File: config.mk
export PLATFORM = sky130hd
export DESIGN_NAME = rv32_imem_arbiter
export DESIGN_NICKNAME = d
export VERILOG_FILES = /design/src/rtl/rv32_pkg.sv /design/src/rtl/rv32_rr_arb2.sv /design/src/rtl/rv32_imem_arbiter.sv
export SDC_FILE = /design/constraint.sdc
export NUM_CORES = 1
export LEC_CHECK = 0
export BUFFER_PORTS_ARGS = -buffer_cell sky130_fd_sc_hd__clkbuf_2
export CAP_MARGIN = 20
export CORE_ASPECT_RATIO = 0.7
export CORE_MARGIN = 5
export CORE_UTILIZATION = 28
export CTS_BUF_LIST = sky130_fd_sc_hd__clkbuf_8
export CTS_CLUSTER_DIAMETER = 150
export DETAILED_ROUTE_END_ITERATION = 10
export PLACE_DENSITY = 0.8
export RECOVER_POWER = 25
export SETUP_SLACK_MARGIN = 0.2
export SYNTH_ARGS = -nofsm -noshare
export SYNTH_HDL_FRONTEND = slang
export SYNTH_SLANG_ARGS = --single-unit
File: constraint.sdc
create_clock -name clk -period 1.7 [get_ports clk]
set_input_delay 0.17 -clock clk [delete_from_list [all_inputs] [get_ports clk]]
set_output_delay 0.17 -clock clk [all_outputs]
set_load 0.01 [all_outputs]
File: src/rtl/rv32_pkg.sv
`default_nettype none
// ============================================================================
// Module      : rv32_pkg
// Description : Shared RV32 types plus the imem arbiter state and requester enums.
// Revision    : 1.0 - initial release
// ============================================================================
package rv32_pkg;

    localparam int c_imem_addr_w = 10;
    localparam logic [31:0] c_stat_max = 32'hFFFF_FFFF;

    typedef logic [c_imem_addr_w-1:0] rv32_dmem_addr_t;
    typedef logic [31:0]              rv32_data_t;

    typedef enum logic [1:0] {
        ST_RUN   = 2'd0,
        ST_DRAIN = 2'd1,
        ST_LOAD  = 2'd2
    } rv32_imem_arb_state_t;

    typedef enum logic {
        REQ_FETCH = 1'b0,
        REQ_DBG   = 1'b1
    } rv32_imem_req_id_t;

    function automatic logic [31:0] rv32_sat_inc(input logic [31:0] v);
        return (v == c_stat_max) ? v : v + 32'd1;
    endfunction

endpackage
`default_nettype wire

File: src/rtl/rv32_rr_arb2.sv
`default_nettype none
// ============================================================================
// Module      : rv32_rr_arb2
// Description : Two-way round-robin arbiter; index 0 is favoured after reset.
// Revision    : 1.0 - initial release
// ============================================================================
module rv32_rr_arb2 (
    input  logic       clk,
    input  logic       rst,
    input  logic       en,
    input  logic [1:0] req_valid,
    output logic [1:0] grant
);

    // Set when index 1 owns the next contended cycle.
    logic r_ptr;

    always_comb begin
        grant = 2'b00;
        if (en) begin
            if (req_valid == 2'b11) begin
                grant = r_ptr ? 2'b10 : 2'b01;
            end else begin
                grant = req_valid;
            end
        end
    end

    always_ff @(posedge clk or posedge rst) begin
        if (rst) begin
            r_ptr <= 1'b0;
        end else if (en && (req_valid == 2'b11)) begin
            r_ptr <= ~r_ptr;
        end
    end

endmodule
`default_nettype wire

File: src/rtl/rv32_imem_arbiter.sv
`default_nettype none
// ============================================================================
// Module      : rv32_imem_arbiter
// Description : Shares the imem read port between fetch and debug and hands
//               the write port to the program loader during a load session.
//               Optional counters: define RV32_IMEM_ARB_STATS_EN.
// Revision    : 1.0 - initial release
// ============================================================================
module rv32_imem_arbiter
    import rv32_pkg::*;
#(
    parameter int ADDR_W = $bits(rv32_dmem_addr_t),
    parameter int DATA_W = $bits(rv32_data_t)
) (
    input  logic              clk,
    input  logic              rst,
    input  logic              fetch_req_valid,
    input  logic [ADDR_W-1:0] fetch_req_addr,
    output logic              fetch_req_ready,
    output logic              fetch_rsp_valid,
    output logic [DATA_W-1:0] fetch_rsp_data,
    input  logic              dbg_req_valid,
    input  logic [ADDR_W-1:0] dbg_req_addr,
    output logic              dbg_req_ready,
    output logic              dbg_rsp_valid,
    output logic [DATA_W-1:0] dbg_rsp_data,
    input  logic              ld_start,
    input  logic              ld_done,
    input  logic              ld_wr_valid,
    input  logic [ADDR_W-1:0] ld_wr_addr,
    input  logic [DATA_W-1:0] ld_wr_data,
    output logic              ld_wr_ready,
    output logic              ld_active,
    output logic [ADDR_W-1:0] mem_wraddress,
    output logic [DATA_W-1:0] mem_data,
    output logic              mem_wren,
    output logic [ADDR_W-1:0] mem_rdaddress,
    input  logic [DATA_W-1:0] mem_q
`ifdef RV32_IMEM_ARB_STATS_EN
    ,
    output logic [31:0]       stat_fetch_grants,
    output logic [31:0]       stat_dbg_grants,
    output logic [31:0]       stat_contention
`endif
);

    rv32_imem_arb_state_t r_state;
    rv32_imem_req_id_t    r_rsp_owner;
    logic                 r_rsp_valid;
    logic [ADDR_W-1:0]    r_rdaddr_hold;

    logic                 w_run;
    logic                 w_load;
    logic                 w_rd_fire;
    logic                 w_ld_accept;
    logic [1:0]           w_req;
    logic [1:0]           w_grant;

    // Reset is folded in so the combinational readies are also 0 while rst is held.
    assign w_run       = (r_state == ST_RUN) && !rst;
    assign w_load      = (r_state == ST_LOAD);
    assign w_req       = {dbg_req_valid, fetch_req_valid};
    assign w_ld_accept = (r_state == ST_RUN) && ld_start;

    rv32_rr_arb2 u_arb (
        .clk       (clk),
        .rst       (rst),
        .en        (w_run),
        .req_valid (w_req),
        .grant     (w_grant)
    );

    assign fetch_req_ready = w_grant[0];
    assign dbg_req_ready   = w_grant[1];
    assign w_rd_fire       = |w_grant;
    assign mem_rdaddress   = w_grant[1] ? dbg_req_addr :
                             w_grant[0] ? fetch_req_addr : r_rdaddr_hold;

    always_ff @(posedge clk or posedge rst) begin
        if (rst) begin
            r_state <= ST_RUN;
        end else begin
            case (r_state)
                ST_RUN:   if (w_ld_accept) r_state <= ST_DRAIN;
                ST_DRAIN: r_state <= ST_LOAD;
                ST_LOAD:  if (ld_done) r_state <= ST_RUN;
                default:  r_state <= ST_RUN;
            endcase
        end
    end

    always_ff @(posedge clk or posedge rst) begin
        if (rst) begin
            r_rsp_valid   <= 1'b0;
            r_rsp_owner   <= REQ_FETCH;
            r_rdaddr_hold <= '0;
        end else begin
            r_rsp_valid <= w_rd_fire;
            if (w_rd_fire) begin
                r_rsp_owner   <= w_grant[1] ? REQ_DBG : REQ_FETCH;
                r_rdaddr_hold <= mem_rdaddress;
            end
        end
    end

    assign fetch_rsp_valid = r_rsp_valid && (r_rsp_owner == REQ_FETCH);
    assign dbg_rsp_valid   = r_rsp_valid && (r_rsp_owner == REQ_DBG);
    assign fetch_rsp_data  = fetch_rsp_valid ? mem_q : '0;
    assign dbg_rsp_data    = dbg_rsp_valid   ? mem_q : '0;

    assign ld_active     = (r_state != ST_RUN);
    assign ld_wr_ready   = w_load;
    assign mem_wren      = w_load && ld_wr_valid;
    assign mem_wraddress = w_load ? ld_wr_addr : '0;
    assign mem_data      = w_load ? ld_wr_data : '0;

`ifdef RV32_IMEM_ARB_STATS_EN
    logic [31:0] r_stat_fetch;
    logic [31:0] r_stat_dbg;
    logic [31:0] r_stat_cont;

    // A new load session starts the statistics window afresh.
    always_ff @(posedge clk or posedge rst) begin
        if (rst) begin
            r_stat_fetch <= '0;
            r_stat_dbg   <= '0;
            r_stat_cont  <= '0;
        end else if (w_ld_accept) begin
            r_stat_fetch <= '0;
            r_stat_dbg   <= '0;
            r_stat_cont  <= '0;
        end else begin
            if (w_grant[0]) r_stat_fetch <= rv32_sat_inc(r_stat_fetch);
            if (w_grant[1]) r_stat_dbg   <= rv32_sat_inc(r_stat_dbg);
            if (fetch_req_valid && dbg_req_valid) r_stat_cont <= rv32_sat_inc(r_stat_cont);
        end
    end

    assign stat_fetch_grants = r_stat_fetch;
    assign stat_dbg_grants   = r_stat_dbg;
    assign stat_contention   = r_stat_cont;
`endif

endmodule
`default_nettype wire

==> flow_summary.toml <==
[setup_path]
worstPathMaxFanout = 5
arrival_ps = 1860
endpoint_kind = "output pin"
crit_type = "reg -> out"
cp-start-kind = "flop"
critical_path_required_ps = 1530

[run_status]
violations = "negative setup slack"
status = "finished with violations"

[yosys]
ys_types = 19
synth.area.top_cells = "and2_1 31%, dfrtp_1 25%, and3_1 17%"
ys.warnings.count = 0
ys_ff_latch = 15
yosysSeqAreaShare = 0.245
syn_nets = 294
synthCells = 193
syn_area_per_cell_um2 = 7.93
synth_top_area_cell = "and2_1"
synth_area_um2 = 1530
synth_top_area_frac = 0.311

[finish]
drive_gt1_frac = 0.631
final_area_um2 = 3200
diodes = 0
final_common_cell = "clkbuf_2"
syn2layout_area_growth_pct = 109
num-fill-cells = 474
nets = 544
mostFrequentLayoutCells = "172 x clkbuf_2, 73 x and2_1, 47 x buf_2"

[sta]
skew_ps = 2.41
rsz0062_at_grt = "true"
timing.final.crit_period_ps = 2030
finalMaxSlewViolations = 0
setup_tns_ps = -4880
fmax_mhz = 493
setup_viol = 48
worstMarginPinSlew_ps = 579
period_share = 1.19
maxSlewHeadroom = 0.614
final_hold_viol_count = 0
fin_ws_ps = -329

[clock_network]
clockBufferDepth = 2
clkTransAtPathRegs_ps = 60
clock_sinks = 15
cts-root-buf = "clkbuf_8"
htreeDepth = 1
clk_latency_ps = 250
cts_buffers = 3
cts_tree = "yes"

[floorplan]
row_count = 22
die_h_um = 71.9
fp.dieArea_um2 = 7070
ios = 224
coreArea_um2 = 5260
initial_core_util = 0.291
die_w_um = 98.4

[place]
pre_cts_ws_ps = -60.6
gp_congestion = 0.815
port_buffers = 223
dp_hpwl_mm = 6.45
dpl_cell_area_um2 = 2790

[route]
vias_per_cell = 4.62
vias = 2375
drt-total-wl_mm = 8.83
ant_nets = 0
drt_iter0_drc = 98
avgRoutedWirePerCell_um = 17.2
first_pass_iters = 4
drc = 0

[power]
p_int_mw = 2.32
seq_power_share = 0.158
swShare = 0.425
power_frac_comb = 0.770
powerDensity_nw_per_um2 = 1260
ir_drop_mv = 0.390
p_leak_nw = 2.09
total_power_mw = 4.03
netSwitchingPower_mw = 1.72
clkPwrFrac = 0.072

[global_route]
grt_max_degree = 35
grt_pass1_wl_mm = 12.6
grt.total_usage = 0.221
grt.overflow.total = 0
grt_pass1_vias = 2273
antenna_found_initial = 0

[job]
cap_violations = 0

[min_path]
hp-class = "in -> async"
[per-layer routing]
layer / GRT usage / routed length (um) / share of wire
met1: 0.267 / 3540 / 0.40
met2: 0.387 / 4600 / 0.52
met3: 0.0506 / 476 / 0.054
met4: 0.0742 / 206 / 0.023
met5: 0 / 0 / 0
[final timing paths]
kind / start / cells after the start / end / slack [ps]
max: r_state[0]$_DFFE_PP0P_ / 7 / mem_rdaddress[7] / -330
min: rst / 2 / r_rdaddr_hold[6]$_DFFE_PP0P_ / 90
max reg2reg: r_state[0]$_DFFE_PP0P_ / 6 / r_rdaddr_hold[7]$_DFFE_PP0P_ / -170
min reg2reg: u_arb.r_ptr$_DFFE_PP0P_ / 1 / u_arb.r_ptr$_DFFE_PP0P_ / 510
max in group asynchronous: rst / 2 / r_rsp_owner$_DFFE_PP0P_ / 1230
min in group clk: ld_start / 3 / r_state[0]$_DFFE_PP0P_ / 140
[Yosys cell counts (all sizes together)]
| library cell | number |
|---|---|
| nand2b | 1 |
| nand2 | 3 |
| and2 | 76 |
| a21o | 1 |
| o21ai | 1 |
| buf | 4 |
| dfrtp | 15 |
| a221o | 20 |
| inv | 5 |
| or2 | 1 |
| xnor2 | 1 |
| and3 | 42 |
| nor2b | 3 |
| or3 | 1 |
| nor4b | 2 |
| nor2 | 2 |
| clkbuf | 15 |
[cell families after synthesis]
kind of cell,count (synthesis),share of synthesized area
compound gates,22,0.139
xor+xnor,1,0.00572
buf+inv,24,0.0703
flops,15,0.245
simple gates,131,0.540
[critical path, cell delays in order (launching register included)]
cell and delay (ps):
dfrtp_1 380, or2_4 280, buf_6 130, nor4b_4 250, buf_4 190, buf_6 110
a221o_1 140, buf_2 140
[area by class of cell]
type	instances	area [um^2]	share of cell area
inverters	5	18.8	0.00587
repair buffers	263	1560	0.487
well taps	72	90.1	0.0282
clock buffers	3	41.3	0.0129
clock inverters	1	5.00	0.00157
multi-input cells	155	1110	0.347
flip-flops and latches	15	375	0.117
[metrics by stage]
stage	hold WS, ps	instances	util
after floorplan	71.5	193	-
after global placement	316	485	0.530
after detailed placement	316	485	0.530
after CTS	74.2	505	0.583
after global routing	128	514	0.608
final	93.8	514	0.608
[power groups by stage]
stage          Clock, mW  Sequential, mW  Combinational (mW)
3_5_place_dp           0           0.619                2.42
4_1_cts            0.292           0.617                2.80
2_1_floorplan          0           0.614                1.36
6_report           0.290           0.637                3.11
3_3_place_gp           0           0.616                2.36
5_1_grt            0.308           0.655                3.34
[flip-flops by register name (all words and copies together) (netlist names)]
name / count
r_rsp_owner: 1
r_state: 2
u_arb.r_ptr: 1
r_rsp_valid: 1
r_rdaddr_hold: 10
[timing repair]
action / CTS / global route
buffers inserted: 11 / 5
hold buffers: 0 / 0
setup endpoints to repair: 67 / 103
gates cloned: 5 / 4
pin swaps: 7 / 1
resized for setup: 28 / 71
(Power assumes the default switching activity.)
